===== src/rtl/dpg_pkg.sv =====
`default_nettype none
// +--------------------------------------------------------------------+
// | dpg_pkg : shared types, edge-select encodings and defaults for the |
// |           delayed pulse generator.           Rev 1.0               |
// +--------------------------------------------------------------------+
package dpg_pkg;

   typedef enum logic [1:0] {
      ST_IDLE  = 2'd0,
      ST_DELAY = 2'd1,
      ST_PULSE = 2'd2
   } dpg_state_t;

   localparam logic [1:0] c_edge_rise = 2'b00;
   localparam logic [1:0] c_edge_fall = 2'b01;
   localparam logic [1:0] c_edge_both = 2'b10;
   localparam logic [1:0] c_edge_off  = 2'b11;

   localparam int unsigned c_def_delay   = 300_000;
   localparam int unsigned c_def_pulse_w = 4;

   function automatic logic edge_hit(input logic [1:0] sel, input logic cur, input logic prev);
      logic hit;
      hit = 1'b0;
      case (sel)
         c_edge_rise: hit = cur & ~prev;
         c_edge_fall: hit = ~cur & prev;
         c_edge_both: hit = cur ^ prev;
         default:     hit = 1'b0;
      endcase
      return hit;
   endfunction

endpackage
`default_nettype wire


===== src/rtl/delayed_pulse_gen_if.sv =====
`default_nettype none
// +--------------------------------------------------------------------+
// | delayed_pulse_gen_if : trigger/config/status bundle for the        |
// |                        delayed pulse generator.   Rev 1.0          |
// +--------------------------------------------------------------------+
interface delayed_pulse_gen_if #(
   parameter int unsigned NUM_CH = 4,
   parameter int unsigned CNT_W  = 32
);
   logic [NUM_CH-1:0]       trig_in;
   logic [2*NUM_CH-1:0]     edge_sel;
   logic [CNT_W*NUM_CH-1:0] delay_cfg;
   logic [NUM_CH-1:0]       pulse_out;
   logic [NUM_CH-1:0]       busy;
   logic [NUM_CH-1:0]       overrun;

   modport master (
      output trig_in, edge_sel, delay_cfg,
      input  pulse_out, busy, overrun
   );

   modport slave (
      input  trig_in, edge_sel, delay_cfg,
      output pulse_out, busy, overrun
   );
endinterface
`default_nettype wire


===== src/rtl/dpg_channel.sv =====
`default_nettype none
// +--------------------------------------------------------------------+
// | dpg_channel : one synchronised, edge-triggered delayed one-shot.   |
// | DPG_RETRIGGER_EN : edge during DELAY restarts the delay. Rev 1.0   |
// +--------------------------------------------------------------------+
module dpg_channel
   import dpg_pkg::*;
#(
   parameter int unsigned CNT_W     = 32,
   parameter int unsigned PULSE_W   = c_def_pulse_w,
   parameter int unsigned DEF_DELAY = c_def_delay
) (
   input  logic             clk,
   input  logic             rst_n,
   input  logic             i_trig,
   input  logic [1:0]       i_edge_sel,
   input  logic [CNT_W-1:0] i_delay_cfg,
   output logic             o_pulse,
   output logic             o_busy,
   output logic             o_overrun
);

   localparam logic [CNT_W-1:0] c_one        = CNT_W'(1);
   localparam logic [CNT_W-1:0] c_pulse_last = CNT_W'(PULSE_W - 1);

   logic             r_s1, r_s2, r_s3;
   dpg_state_t       r_state, w_state_nxt;
   logic [CNT_W-1:0] r_cnt, w_cnt_nxt;
   logic [CNT_W-1:0] r_dly, w_dly_nxt;
   logic             r_ovr_evt, w_ovr_evt;
   logic             r_pulse, r_busy, r_overrun;
   logic             w_edge;

   assign w_edge = edge_hit(i_edge_sel, r_s2, r_s3);

   always_comb begin
      w_state_nxt = r_state;
      w_cnt_nxt   = r_cnt;
      w_dly_nxt   = r_dly;
      w_ovr_evt   = 1'b0;
      case (r_state)
         ST_IDLE: begin
            if (w_edge) begin
               w_dly_nxt   = i_delay_cfg;
               w_cnt_nxt   = '0;
               w_state_nxt = (i_delay_cfg == '0) ? ST_PULSE : ST_DELAY;
            end
         end
         ST_DELAY: begin
            // D is never zero here, so D-1 cannot underflow
            if (r_cnt == (r_dly - c_one)) begin
               w_state_nxt = ST_PULSE;
               w_cnt_nxt   = '0;
            end else begin
               w_cnt_nxt = r_cnt + c_one;
            end
`ifdef DPG_RETRIGGER_EN
            if (w_edge) begin
               w_dly_nxt   = i_delay_cfg;
               w_cnt_nxt   = '0;
               w_state_nxt = (i_delay_cfg == '0) ? ST_PULSE : ST_DELAY;
            end
`else
            w_ovr_evt = w_edge;
`endif
         end
         ST_PULSE: begin
            w_ovr_evt = w_edge;
            if (r_cnt == c_pulse_last) begin
               w_state_nxt = ST_IDLE;
               w_cnt_nxt   = '0;
            end else begin
               w_cnt_nxt = r_cnt + c_one;
            end
         end
         default: begin
            w_state_nxt = ST_IDLE;
            w_cnt_nxt   = '0;
         end
      endcase
   end

   always_ff @(posedge clk) begin
      if (!rst_n) begin
         r_s1      <= 1'b0;
         r_s2      <= 1'b0;
         r_s3      <= 1'b0;
         r_state   <= ST_IDLE;
         r_cnt     <= '0;
         r_dly     <= CNT_W'(DEF_DELAY);
         r_ovr_evt <= 1'b0;
         r_pulse   <= 1'b0;
         r_busy    <= 1'b0;
         r_overrun <= 1'b0;
      end else begin
         r_s1      <= i_trig;
         r_s2      <= r_s1;
         r_s3      <= r_s2;
         r_state   <= w_state_nxt;
         r_cnt     <= w_cnt_nxt;
         r_dly     <= w_dly_nxt;
         r_ovr_evt <= w_ovr_evt;
         // Outputs trail the state by one cycle, overrun aligned with them
         r_pulse   <= (r_state == ST_PULSE);
         r_busy    <= (r_state != ST_IDLE);
         r_overrun <= r_ovr_evt;
      end
   end

   assign o_pulse   = r_pulse;
   assign o_busy    = r_busy;
   assign o_overrun = r_overrun;

endmodule
`default_nettype wire


===== src/rtl/delayed_pulse_gen.sv =====
`default_nettype none
// +--------------------------------------------------------------------+
// | delayed_pulse_gen : NUM_CH independent delayed one-shot channels.  |
// | DPG_RETRIGGER_EN : edge during DELAY restarts the delay. Rev 1.0   |
// +--------------------------------------------------------------------+
module delayed_pulse_gen
   import dpg_pkg::*;
#(
   parameter int unsigned NUM_CH    = 4,
   parameter int unsigned CNT_W     = 32,
   parameter int unsigned PULSE_W   = c_def_pulse_w,
   parameter int unsigned DEF_DELAY = c_def_delay
) (
   input  logic         clk,
   input  logic         rst_n,
   delayed_pulse_gen_if.slave bus
);

   logic [NUM_CH-1:0] w_pulse;
   logic [NUM_CH-1:0] w_busy;
   logic [NUM_CH-1:0] w_overrun;

   for (genvar g = 0; g < int'(NUM_CH); g++) begin : g_ch
      dpg_channel #(
         .CNT_W     (CNT_W),
         .PULSE_W   (PULSE_W),
         .DEF_DELAY (DEF_DELAY)
      ) u_ch (
         .clk         (clk),
         .rst_n       (rst_n),
         .i_trig      (bus.trig_in[g]),
         .i_edge_sel  (bus.edge_sel[2*g +: 2]),
         .i_delay_cfg (bus.delay_cfg[g*CNT_W +: CNT_W]),
         .o_pulse     (w_pulse[g]),
         .o_busy      (w_busy[g]),
         .o_overrun   (w_overrun[g])
      );
   end

   assign bus.pulse_out = w_pulse;
   assign bus.busy      = w_busy;
   assign bus.overrun   = w_overrun;

endmodule
`default_nettype wire


===== src/flat_wrapper.sv =====
// flat-port wrapper written by rule: the top's interface ports become plain ports
module delayed_pulse_gen_flat import dpg_pkg::*;
#(
   parameter int unsigned NUM_CH    = 4,
   parameter int unsigned CNT_W     = 32,
   parameter int unsigned PULSE_W   = c_def_pulse_w,
   parameter int unsigned DEF_DELAY = c_def_delay
)
  (clk, rst_n, bus_trig_in, bus_edge_sel, bus_delay_cfg, bus_pulse_out, bus_busy, bus_overrun);
  delayed_pulse_gen_if #(.NUM_CH(NUM_CH), .CNT_W(CNT_W)) bus_i ();
  input  logic clk;
  input  logic rst_n;
  input wire logic [$bits(bus_i.trig_in)-1:0] bus_trig_in;
  input wire logic [$bits(bus_i.edge_sel)-1:0] bus_edge_sel;
  input wire logic [$bits(bus_i.delay_cfg)-1:0] bus_delay_cfg;
  output wire logic [$bits(bus_i.pulse_out)-1:0] bus_pulse_out;
  output wire logic [$bits(bus_i.busy)-1:0] bus_busy;
  output wire logic [$bits(bus_i.overrun)-1:0] bus_overrun;
  assign bus_i.trig_in = bus_trig_in;
  assign bus_i.edge_sel = bus_edge_sel;
  assign bus_i.delay_cfg = bus_delay_cfg;
  assign bus_pulse_out = bus_i.pulse_out;
  assign bus_busy = bus_i.busy;
  assign bus_overrun = bus_i.overrun;
  delayed_pulse_gen #(.NUM_CH(NUM_CH), .CNT_W(CNT_W), .PULSE_W(PULSE_W), .DEF_DELAY(DEF_DELAY)) u_core (.clk(clk), .rst_n(rst_n), .bus(bus_i));
endmodule

===== config.mk =====
export PLATFORM = sky130hd
export DESIGN_NAME = delayed_pulse_gen_flat
export DESIGN_NICKNAME = d
export VERILOG_FILES = /design/src/rtl/dpg_pkg.sv /design/src/rtl/delayed_pulse_gen_if.sv /design/src/rtl/dpg_channel.sv /design/src/rtl/delayed_pulse_gen.sv /design/src/flat_wrapper.sv
export SDC_FILE = /design/constraint.sdc
export NUM_CORES = 1
export LEC_CHECK = 0
export ABC_AREA = 1
export CORE_UTILIZATION = 60
export DETAILED_ROUTE_END_ITERATION = 7
export PLACE_DENSITY = 0.81
export SYNTH_ARGS = -nofsm -noshare
export SYNTH_HDL_FRONTEND = slang
export SYNTH_SLANG_ARGS = --single-unit

===== constraint.sdc =====
create_clock -name clk -period 3.65 [get_ports clk]
set_input_delay 0.365 -clock clk [delete_from_list [all_inputs] [get_ports clk]]
set_output_delay 0.365 -clock clk [all_outputs]
set_load 0.02 [all_outputs]

Word-level counts from Yosys, hierarchy flattened
Index checks and enable logic that the tools add are counted.
Cells by class
  $add $sub $neg: 8
  equality and inequality tests: 36
  mux-type cells: 40
  bitwise gates (word level): 20
  reductions and logical operators: 32
Operators with widths (count)
  32-bit 2-to-1 mux: 12
  32-bit case mux with 3 select lines: 4
  32-bit by 1-bit adder with 32-bit output (second input constant): 4
  32-bit by 2-bit equality test with 1-bit output (second input constant): 4
  32-bit equality test: 4
  32-bit logical NOT: 4
  32-bit by 1-bit subtractor with 32-bit output (second input constant): 4
  2-bit 2-to-1 mux: 16
  2-bit != test (second input constant): 12
  2-bit case mux with 3 select lines: 4
  2-bit by 1-bit equality test with 1-bit output (second input constant): 8
  2-bit equality test (second input constant): 8
  2-bit logical NOT: 8
  2-bit AND reduction: 8
  1-bit case mux with 3 select lines: 4
  3-bit AND reduction: 4
  1-bit bitwise AND: 8
  1-bit NOT: 8
  2-bit nonzero test: 4
  2-bit OR reduction: 4
  1-bit XOR: 4
Storage, ports and cells
  register bits after elaboration: 292
  output and inout bits: 12
  word-level logic and storage cells: 176

Depth between registers and ports, before layout
Gate-level depths: netlist of the first run.
  depth in word-level cells: 5
  mapped depth: 19
  depth with buffers taken out: 19

Cells and area by module
From an unflattened synthesis of the first run, not the netlist that was laid out.
Unflattened totals
  cell total of the unflattened synthesis: 3296
  area, all modules: 21383.0 µm²
By module, submodules not included
  dpg_channel at u_core.g_ch[0].u_ch ...: instances 2, cells each 831, area an instance 5338.9 µm²
  dpg_channel at u_core.g_ch[2].u_ch: instances 1, cells each 824, area an instance 5420.2 µm²
  dpg_channel at u_core.g_ch[3].u_ch: instances 1, cells each 810, area an instance 5285.1 µm²

Least setup slack after synthesis of the first run
Ideal clock, no wire load.
  path kind: register to register
  start point: register u_core.g_ch[0].u_ch.r_dly[0]
  end point: register u_core.g_ch[0].u_ch.r_cnt[28]
  data arrival time: 1.989 ns
  data required time: 3.518 ns
  slack: 1.529 ns
  cell stages (with the launch flop): 17
  buffers on the path: 1
  period minus slack after synthesis: 2.121 ns
  cells stage by stage: dfxtp_1 > inv_1 > ha_1 > nand3_2 > nor2_4 > nand2_2 > nor2_2 > nand3_1 > a21oi_1 > nand2_1 > nor2_1 > nand3_1 > nand2_2 > nand2_4 > buf_6 > nand3_1 > a21oi_2
Between the ends
  cells in the longest elaborated chain, start to end: 4
Ends and longest elaborated chain
  start, declared: line dpg_channel.sv:29  | logic [CNT_W-1:0] r_dly, w_dly_nxt;
  start signal, assigned: line dpg_channel.sv:90  | r_dly <= CNT_W'(DEF_DELAY);
  start signal, assigned: line dpg_channel.sv:101  | r_dly <= w_dly_nxt;
  32-bit by 1-bit subtractor with 32-bit output: line dpg_channel.sv:51  | if (r_cnt == (r_dly - c_one)) begin
  32-bit equality test: line dpg_channel.sv:51
  32-bit 2-to-1 mux: line dpg_channel.sv:51
  32-bit case mux with 3 select lines: line dpg_channel.sv:41  | case (r_state)
  end signal, assigned: line dpg_channel.sv:100  | r_cnt <= w_cnt_nxt;
  end, declared: line dpg_channel.sv:28  | logic [CNT_W-1:0] r_cnt, w_cnt_nxt;
Every way passes these cells.
A chain may end at the register's enable or synchronous reset.

Final worst setup path of the first run
  start point: register u_core.g_ch[1].u_ch.r_dly[0]
  end point: register u_core.g_ch[1].u_ch.r_cnt[31]
Between the ends
  cells in the longest elaborated chain, start to end: 4
Ends and longest elaborated chain (line)
  start, declared: dpg_channel.sv:29
  start signal, assigned: dpg_channel.sv:90
  start signal, assigned: dpg_channel.sv:101
  32-bit by 1-bit subtractor with 32-bit output: dpg_channel.sv:51
  32-bit equality test: dpg_channel.sv:51
  32-bit 2-to-1 mux: dpg_channel.sv:51
  32-bit case mux with 3 select lines: dpg_channel.sv:41
  end signal, assigned: dpg_channel.sv:100
  end, declared: dpg_channel.sv:28
Every way passes these cells.

==> run_results.csv, run 1 <==
group,metric,value,unit
clock_tree,cts_setup_buffers,0,
global_route,grt.overflow.total,0,
logic_synthesis,ys_warn_count,0,
critical_path,start_kind,"register",
sta,min_period_over_period,76.0,%
power_and_ir_drop,p_clk_share,33.4,%
clock_tree,htreeDepth,2,
clock_tree,clkTransAtPathRegs,0.06,ns
critical_path,reg2reg_slack,0.88,ns
floorplanning,fp-row-count,67,
min_path,min_path_cells,3,
sta,rsz0062_at_grt,"no",
cells_and_area,stdcell_area,0.0233,mm2
clock_tree,clock_path_buffers,3,
cells_and_area,fin_cells,3743,
power_and_ir_drop,switching_power,3.71,mW
floorplanning,die_y,188,um
route,wire_per_inst,15.2,um
power_and_ir_drop,powerDensity,434,mW/mm2
logic_synthesis,synth_area,0.0208,mm2
floorplanning,core,0.0339,mm2
sta,fmax,361,MHz
sta,slew_violations,0,
cells_and_area,area_growth,12.0,%
cells_and_area,fillCellCount,3008,
logic_synthesis,synth_nets,3406,
placement,place_congestion,0.984,
cells_and_area,num_antenna_cells,0,
global_route,grt_first_pass_wirelength,94100,um
clock_tree,cts_root_buf,"clkbuf_16",
sta,hold_viol,0,
floorplanning,initial_core_util,61.5,%
logic_synthesis,ys_ff_latch,292,
clock_tree,cts_tree,"built",
cells_and_area,mostFrequentLayoutCell,"nand2_1",
critical_path,r2r.worst_path.cells,15,
cells_and_area,utilization,68.9,%
power_and_ir_drop,p_total,10.1,mW
cells_and_area,final_cell_mix,"nand2_1 (706), nor2_1 (481), inv_1 (371), dfxtp_1 (292), xor2_1 (180)",
critical_path,endpoint_kind,"register",
critical_path,critPathKind,"register to register",
power_and_ir_drop,ir_drop,0.408,mV
sta,worstMarginPinSlew,1.18,ns
power_and_ir_drop,p_comb_share,29.6,%
logic_synthesis,async_flop_share,0,%
global_route,antenna_found_initial,0,
route,drt-pass1-iter-count,6,
route,routed_wl,56700,um
critical_path,path_max_fanout,32,
route,vias,20600,
cells_and_area,multi_input_area,0.0127,mm2
global_route,grt_start_max_net_pins,102,
power_and_ir_drop,p_leak,10.1,nW
min_path,min_path_type,"input pin to register",
floorplanning,dieArea,0.0354,mm2
critical_path,r2r_start,"u_core.g_ch[1].u_ch.r_dly[0]",
logic_synthesis,synth-edff-count,0,
clock_tree,numCtsBuffers,34,
sta,finClkSkew,0.0147,ns
logic_synthesis,synth.distinct_cells,44,
global_route,track_usage,32.0,%
power_and_ir_drop,power.internal,6.42,mW
placement,io_buffers,153,
min_path,min_from,"rst_n",
logic_synthesis,yosysSeqAreaShare,28.1,%
sta,layout_min_cycle_time,2.77,ns
min_path,min_to,"u_core.g_ch[2].u_ch.o_overrun",
power_and_ir_drop,seqPwrFrac,37.0,%
clock_tree,clock-sinks,292,
critical_path,r2r_end,"u_core.g_ch[1].u_ch.r_cnt[31]",
clock_tree,clk_latency,0.54,ns
cells_and_area,final-seq-area,0.00585,mm2
route,drc,0,
job,max_cap_violations,0,
critical_path,required,4.03,ns
sta,tns,0,ns
placement,dp_cells,3683,
power_and_ir_drop,p_sw_share,36.6,%
critical_path,crit_arrival,3.15,ns
route,drt_iter0_drc,1471,
status,outcome,"finished, final reports clean",
route,ant_nets,0,
logic_synthesis,syn_inst,3236,
clock_tree,cts_hold_buf,0,
logic_synthesis,synth.avg_cell_area,6.43,um2
logic_synthesis,synth_ff_type,"dfxtp_1",
global_route,grt_pass1_vias,19300,
cells_and_area,drive_gt1_share,8.47,%
clock_tree,cts_resized,0,
floorplanning,io_pins,154,
floorplanning,dieWidth,188,um
placement,hpwl,42300,um
route,viasPerCell,5.50,
placement,dpl_cell_area,0.0222,mm2
sta,setup_violations,0,
sta,max_slew_margin,21.0,%
cells_and_area,nets,3441,
-- worst max-delay path: stages, from the launching register on --
cell and delay (ns):
dfxtp_1 0.31, inv_1 0.12, ha_1 0.22, nand2_2 0.11
nor2_4 0.32, nand3_1 0.21, o21ai_1 0.18, nand2_1 0.08
nor2_1 0.09, nand2_1 0.08, nor2_2 0.14, nand3_2 0.08
nand2_2 0.11, nand2_4 0.31, nand3_1 0.17, a21oi_1 0.07
-- through the flow --
stage | setup slack, ns | hold WS (ns)
3_3_place_gp | 1.04 | 0.397
2_1_floorplan | 1.53 | 0.390
6_report | 0.876 | 0.295
5_1_grt | 0.643 | 0.334
4_1_cts | 0.900 | 0.284
3_5_place_dp | 0.948 | 0.395
-- power by group through the flow --
stage / Clock, mW / Combinational, mW / Sequential (mW)
floorplan: 0 / 2.36 / 3.71
global placement: 0 / 2.88 / 3.79
detailed placement: 0 / 2.96 / 3.80
CTS: 3.44 / 2.98 / 3.73
global route: 3.55 / 3.34 / 3.77
finish: 3.38 / 3.00 / 3.74
-- sequential cells by signal, indices dropped and copies added, names as in the netlist --
signal and count:
u_core.g_ch.u_ch.r_s3 4, u_core.g_ch.u_ch.r_dly 128, u_core.g_ch.u_ch.o_overrun 4, u_core.g_ch.u_ch.o_pulse 4, u_core.g_ch.u_ch.r_ovr_evt 4, u_core.g_ch.u_ch.r_cnt 128, u_core.g_ch.u_ch.r_s2 4, u_core.g_ch.u_ch.o_busy 4
u_core.g_ch.u_ch.r_state 8, u_core.g_ch.u_ch.r_s1 4
-- synthesized netlist by cell type (5+ instances only) --
master	n	share of area, %
clkbuf_1	120	2.2
nor2_2	41	1.2
nand2_4	5	0.27
nand2_1	706	13
nor2_1	486	8.8
nor3_1	46	1.1
xor2_1	180	7.6
clkinv_1	9	0.16
inv_1	371	6.7
nor2_4	13	0.70
buf_1	9	0.16
nand3b_1	15	0.54
nor3b_1	5	0.18
buf_4	13	0.47
a21oi_1	144	3.5
xnor2_1	72	3.0
nand3_2	64	3.1
buf_2	16	0.38
o21ai_0	116	2.8
ha_1	28	1.7
nor2_8	5	0.48
dfxtp_1	292	28
o211ai_1	16	0.58
o21bai_1	15	0.54
nor3_2	6	0.29
o21ai_1	21	0.50
buf_6	14	0.76
inv_2	12	0.22
nand2_2	28	0.84
nor4_1	65	2.0
nand4_1	84	2.5
a21oi_2	24	1.0
nand3_1	179	4.3
-- routing by layer --
| layer | global-route usage [%] | part of all wire (%) |
|---|---|---|
| met5 | 0 | 0 |
| met2 | 52.6 | 45 |
| met4 | 10.4 | 2.5 |
| met1 | 43.4 | 46 |
| met3 | 3.93 | 6.3 |
-- cell type report --
cell class / count / share of cell area (%)
inverter: 392 / 6.32
sequential: 292 / 25.1
multi-input combinational: 2379 / 54.4
timing repair buffer: 172 / 7.17
clock buffer: 47 / 4.12
tap: 448 / 2.40
clock inverter: 13 / 0.520
-- cell families (layout without fill, tap and decap cells) --
group | count (synthesis) | count (layout) | synth area share [%]
AOI/OAI and AO/OA | 342 | 342 | 9.19
and+or+nand+nor | 1756 | 1756 | 39.3
DFF | 292 | 292 | 28.1
xor gates and xnor gates | 253 | 253 | 10.7
buffers and inverters | 565 | 624 | 11.0
adders and majority gates | 28 | 28 | 1.68
-- worst max-delay path by stage --
stage                                 startpoint                       endpoint
floorplan           u_core.g_ch[0].u_ch.r_dly[0]  u_core.g_ch[0].u_ch.r_cnt[28]
global placement    u_core.g_ch[3].u_ch.r_dly[0]  u_core.g_ch[3].u_ch.r_cnt[18]
detailed placement  u_core.g_ch[1].u_ch.r_dly[0]   u_core.g_ch[1].u_ch.r_cnt[1]
CTS                 u_core.g_ch[1].u_ch.r_dly[0]   u_core.g_ch[1].u_ch.r_cnt[1]
global route        u_core.g_ch[3].u_ch.r_dly[0]  u_core.g_ch[3].u_ch.r_cnt[20]
finish              u_core.g_ch[1].u_ch.r_dly[0]  u_core.g_ch[1].u_ch.r_cnt[31]
No activity file was read; power rests on OpenSTA's default activity.
==> run 2, diff against run 1 <==
==> constraint.sdc (replaced) <==
create_clock -name clk -period 2.7 [get_ports clk]
set_input_delay 0.27 -clock clk [delete_from_list [all_inputs] [get_ports clk]]
set_output_delay 0.27 -clock clk [all_outputs]
set_load 0.02 [all_outputs]
==> run_results.csv, run 2 (synthesis gave the netlist of run 1 again) <==
group,metric,value,unit
status,outcome,"finished, final reports clean",
critical_path,crit_arrival,2.92,ns
cells_and_area,drive_gt1_share,9.04,%
clock_tree,htreeDepth,2,
cells_and_area,utilization,69.6,%
global_route,antenna_found_initial,2,
min_path,min_path_type,"input pin to register",
sta,fmax,393,MHz
cells_and_area,fillCellCount,2969,
power_and_ir_drop,switching_power,5.07,mW
critical_path,cpMostUsedCell,"nand3_1",
critical_path,cp_cell_sequence,"inv_1 -> ha_1 -> nand3_2 -> nor2_4 -> nand2_2 -> nor2_2 -> nand3_1 -> a21oi_1 -> nand2_1 -> nor2_1 -> nand3_1 -> nand2_4 -> nand2_4 -> nand3_1 -> a21oi_1",
route,drt-pass1-iter-count,6,
critical_path,path_buf_inv,1,
critical_path,start_kind,"register",
cells_and_area,final_cell_mix,"nand2_1 (705), nor2_1 (480), inv_1 (371), dfxtp_1 (292), xor2_1 (180)",
power_and_ir_drop,p_total,14.1,mW
cells_and_area,nets,3454,
placement,dp_cells,3692,
critical_path,slowest_delay,0.31,ns
route,vias,20700,
clock_tree,clk_latency,0.53,ns
route,drt_iter0_drc,1240,
clock_tree,clock-sinks,292,
route,ant_nets,0,
power_and_ir_drop,p_comb_share,30.1,%
sta,layout_min_cycle_time,2.55,ns
power_and_ir_drop,p_leak,10.2,nW
cells_and_area,mostFrequentLayoutCell,"nand2_1",
global_route,grt.overflow.total,0,
sta,rsz0062_at_grt,"yes",
clock_tree,cts_tree,"built",
cells_and_area,fin_cells,3758,
floorplanning,core,0.0339,mm2
power_and_ir_drop,seqPwrFrac,36.0,%
floorplanning,fp-row-count,67,
cells_and_area,largestRegisters,"u_core.g_ch.u_ch.r_cnt x128, u_core.g_ch.u_ch.r_dly x128, u_core.g_ch.u_ch.r_state x8",
floorplanning,dieWidth,188,um
sta,worstMarginPinSlew,0.936,ns
clock_tree,numCtsBuffers,34,
route,routed_wl,57600,um
sta,finalWorstSetupSlack,0.153,ns
sta,hold_slack,0.214,ns
clock_tree,cts_root_buf,"clkbuf_16",
power_and_ir_drop,powerDensity,596,mW/mm2
sta,max_slew_margin,37.5,%
critical_path,required,3.08,ns
placement,post-place-ws,0.168,ns
sta,hold_viol,0,
placement,hpwl,43000,um
job,max_cap_violations,0,
power_and_ir_drop,p_sw_share,36.1,%
sta,setup_violations,0,
floorplanning,dieArea,0.0354,mm2
floorplanning,die_y,188,um
clock_tree,clkTransAtPathRegs,0.06,ns
power_and_ir_drop,p_clk_share,33.9,%
global_route,grt_first_pass_wirelength,94400,um
power_and_ir_drop,ir_drop,0.598,mV
placement,place_congestion,0.954,
critical_path,endpoint_kind,"register",
route,viasPerCell,5.51,
route,wire_per_inst,15.3,um
floorplanning,io_pins,154,
clock_tree,cts_hold_buf,0,
route,drc,0,
global_route,grt_start_max_net_pins,67,
critical_path,critical-path-top-delay-family,"simple AND/OR/NAND/NOR gates",
placement,io_buffers,153,
power_and_ir_drop,power.internal,8.98,mW
sta,slew_violations,0,
global_route,track_usage,32.1,%
sta,min_period_over_period,94.3,%
floorplanning,initial_core_util,61.5,%
critical_path,path_max_fanout,16,
critical_path,critPathKind,"register to register",
clock_tree,clock_path_buffers,3,
sta,finClkSkew,0.0133,ns
global_route,grt_pass1_vias,19300,
cells_and_area,area_growth,13.3,%
critical_path,slowest_stage,"dfxtp_1",
run 2: what timing repair did:
item / in CTS / in global routing
endpoints found under the setup margin: 0 / 119
gates resized for setup: 0 / 7
buffers inserted: 0 / 3
run 2: worst paths after layout:
path / depth (start not counted) / to / from / slack, ns
worst max register to register: 15 / u_core.g_ch[0].u_ch.r_cnt[11] / u_core.g_ch[0].u_ch.r_dly[0] / 0.15
worst min-delay path: 2 / u_core.g_ch[0].u_ch.r_dly[6] / rst_n / 0.21
worst min register to register: 2 / u_core.g_ch[3].u_ch.o_overrun / u_core.g_ch[3].u_ch.r_ovr_evt / 0.41
worst max-delay path: 15 / u_core.g_ch[0].u_ch.r_cnt[11] / u_core.g_ch[0].u_ch.r_dly[0] / 0.15
run 2: final cells by class:
cell class / count / area (um2) / share of cell area, %
Multi-Input combinational cell: 2380 / 12700 / 54.0
Sequential cell: 292 / 5850 / 24.8
Timing Repair Buffer: 184 / 1800 / 7.63
Inverter: 392 / 1470 / 6.25
Clock buffer: 52 / 1090 / 4.63
Tap cell: 448 / 561 / 2.38
Clock inverter: 8 / 72.6 / 0.308
Antenna cell: 2 / 5.00 / 0.0212
run 2: per-stage QoR:
stage               TNS, ns  instance area [um2]
CTS                       0                23500
detailed placement        0                22300
global placement          0                22300
finish                    0                23600
global route         -0.262                23600
floorplan                 0                20800
run 2: routing by layer:
layer / global-route usage, % / wire length [um] / vias to the layer above
li1: - / - / 10400
met1: 43.1 / 25800 / 9483
met2: 54.1 / 26500 / 731
met3: 3.61 / 3840 / 124
met4: 9.72 / 1500 / 0
met5: 0 / 0 / -
run 2: power groups by stage:
| stage | sequential (mW) | clock, mW | combinational (mW) |
|---|---|---|---|
| 3_3_place_gp | 5.12 | 0 | 3.99 |
| 5_1_grt | 5.10 | 5.03 | 4.68 |
| 4_1_cts | 5.04 | 4.84 | 4.12 |
| 6_report | 5.06 | 4.77 | 4.22 |
| 3_5_place_dp | 5.13 | 0 | 4.09 |
| 2_1_floorplan | 5.01 | 0 | 3.19 |
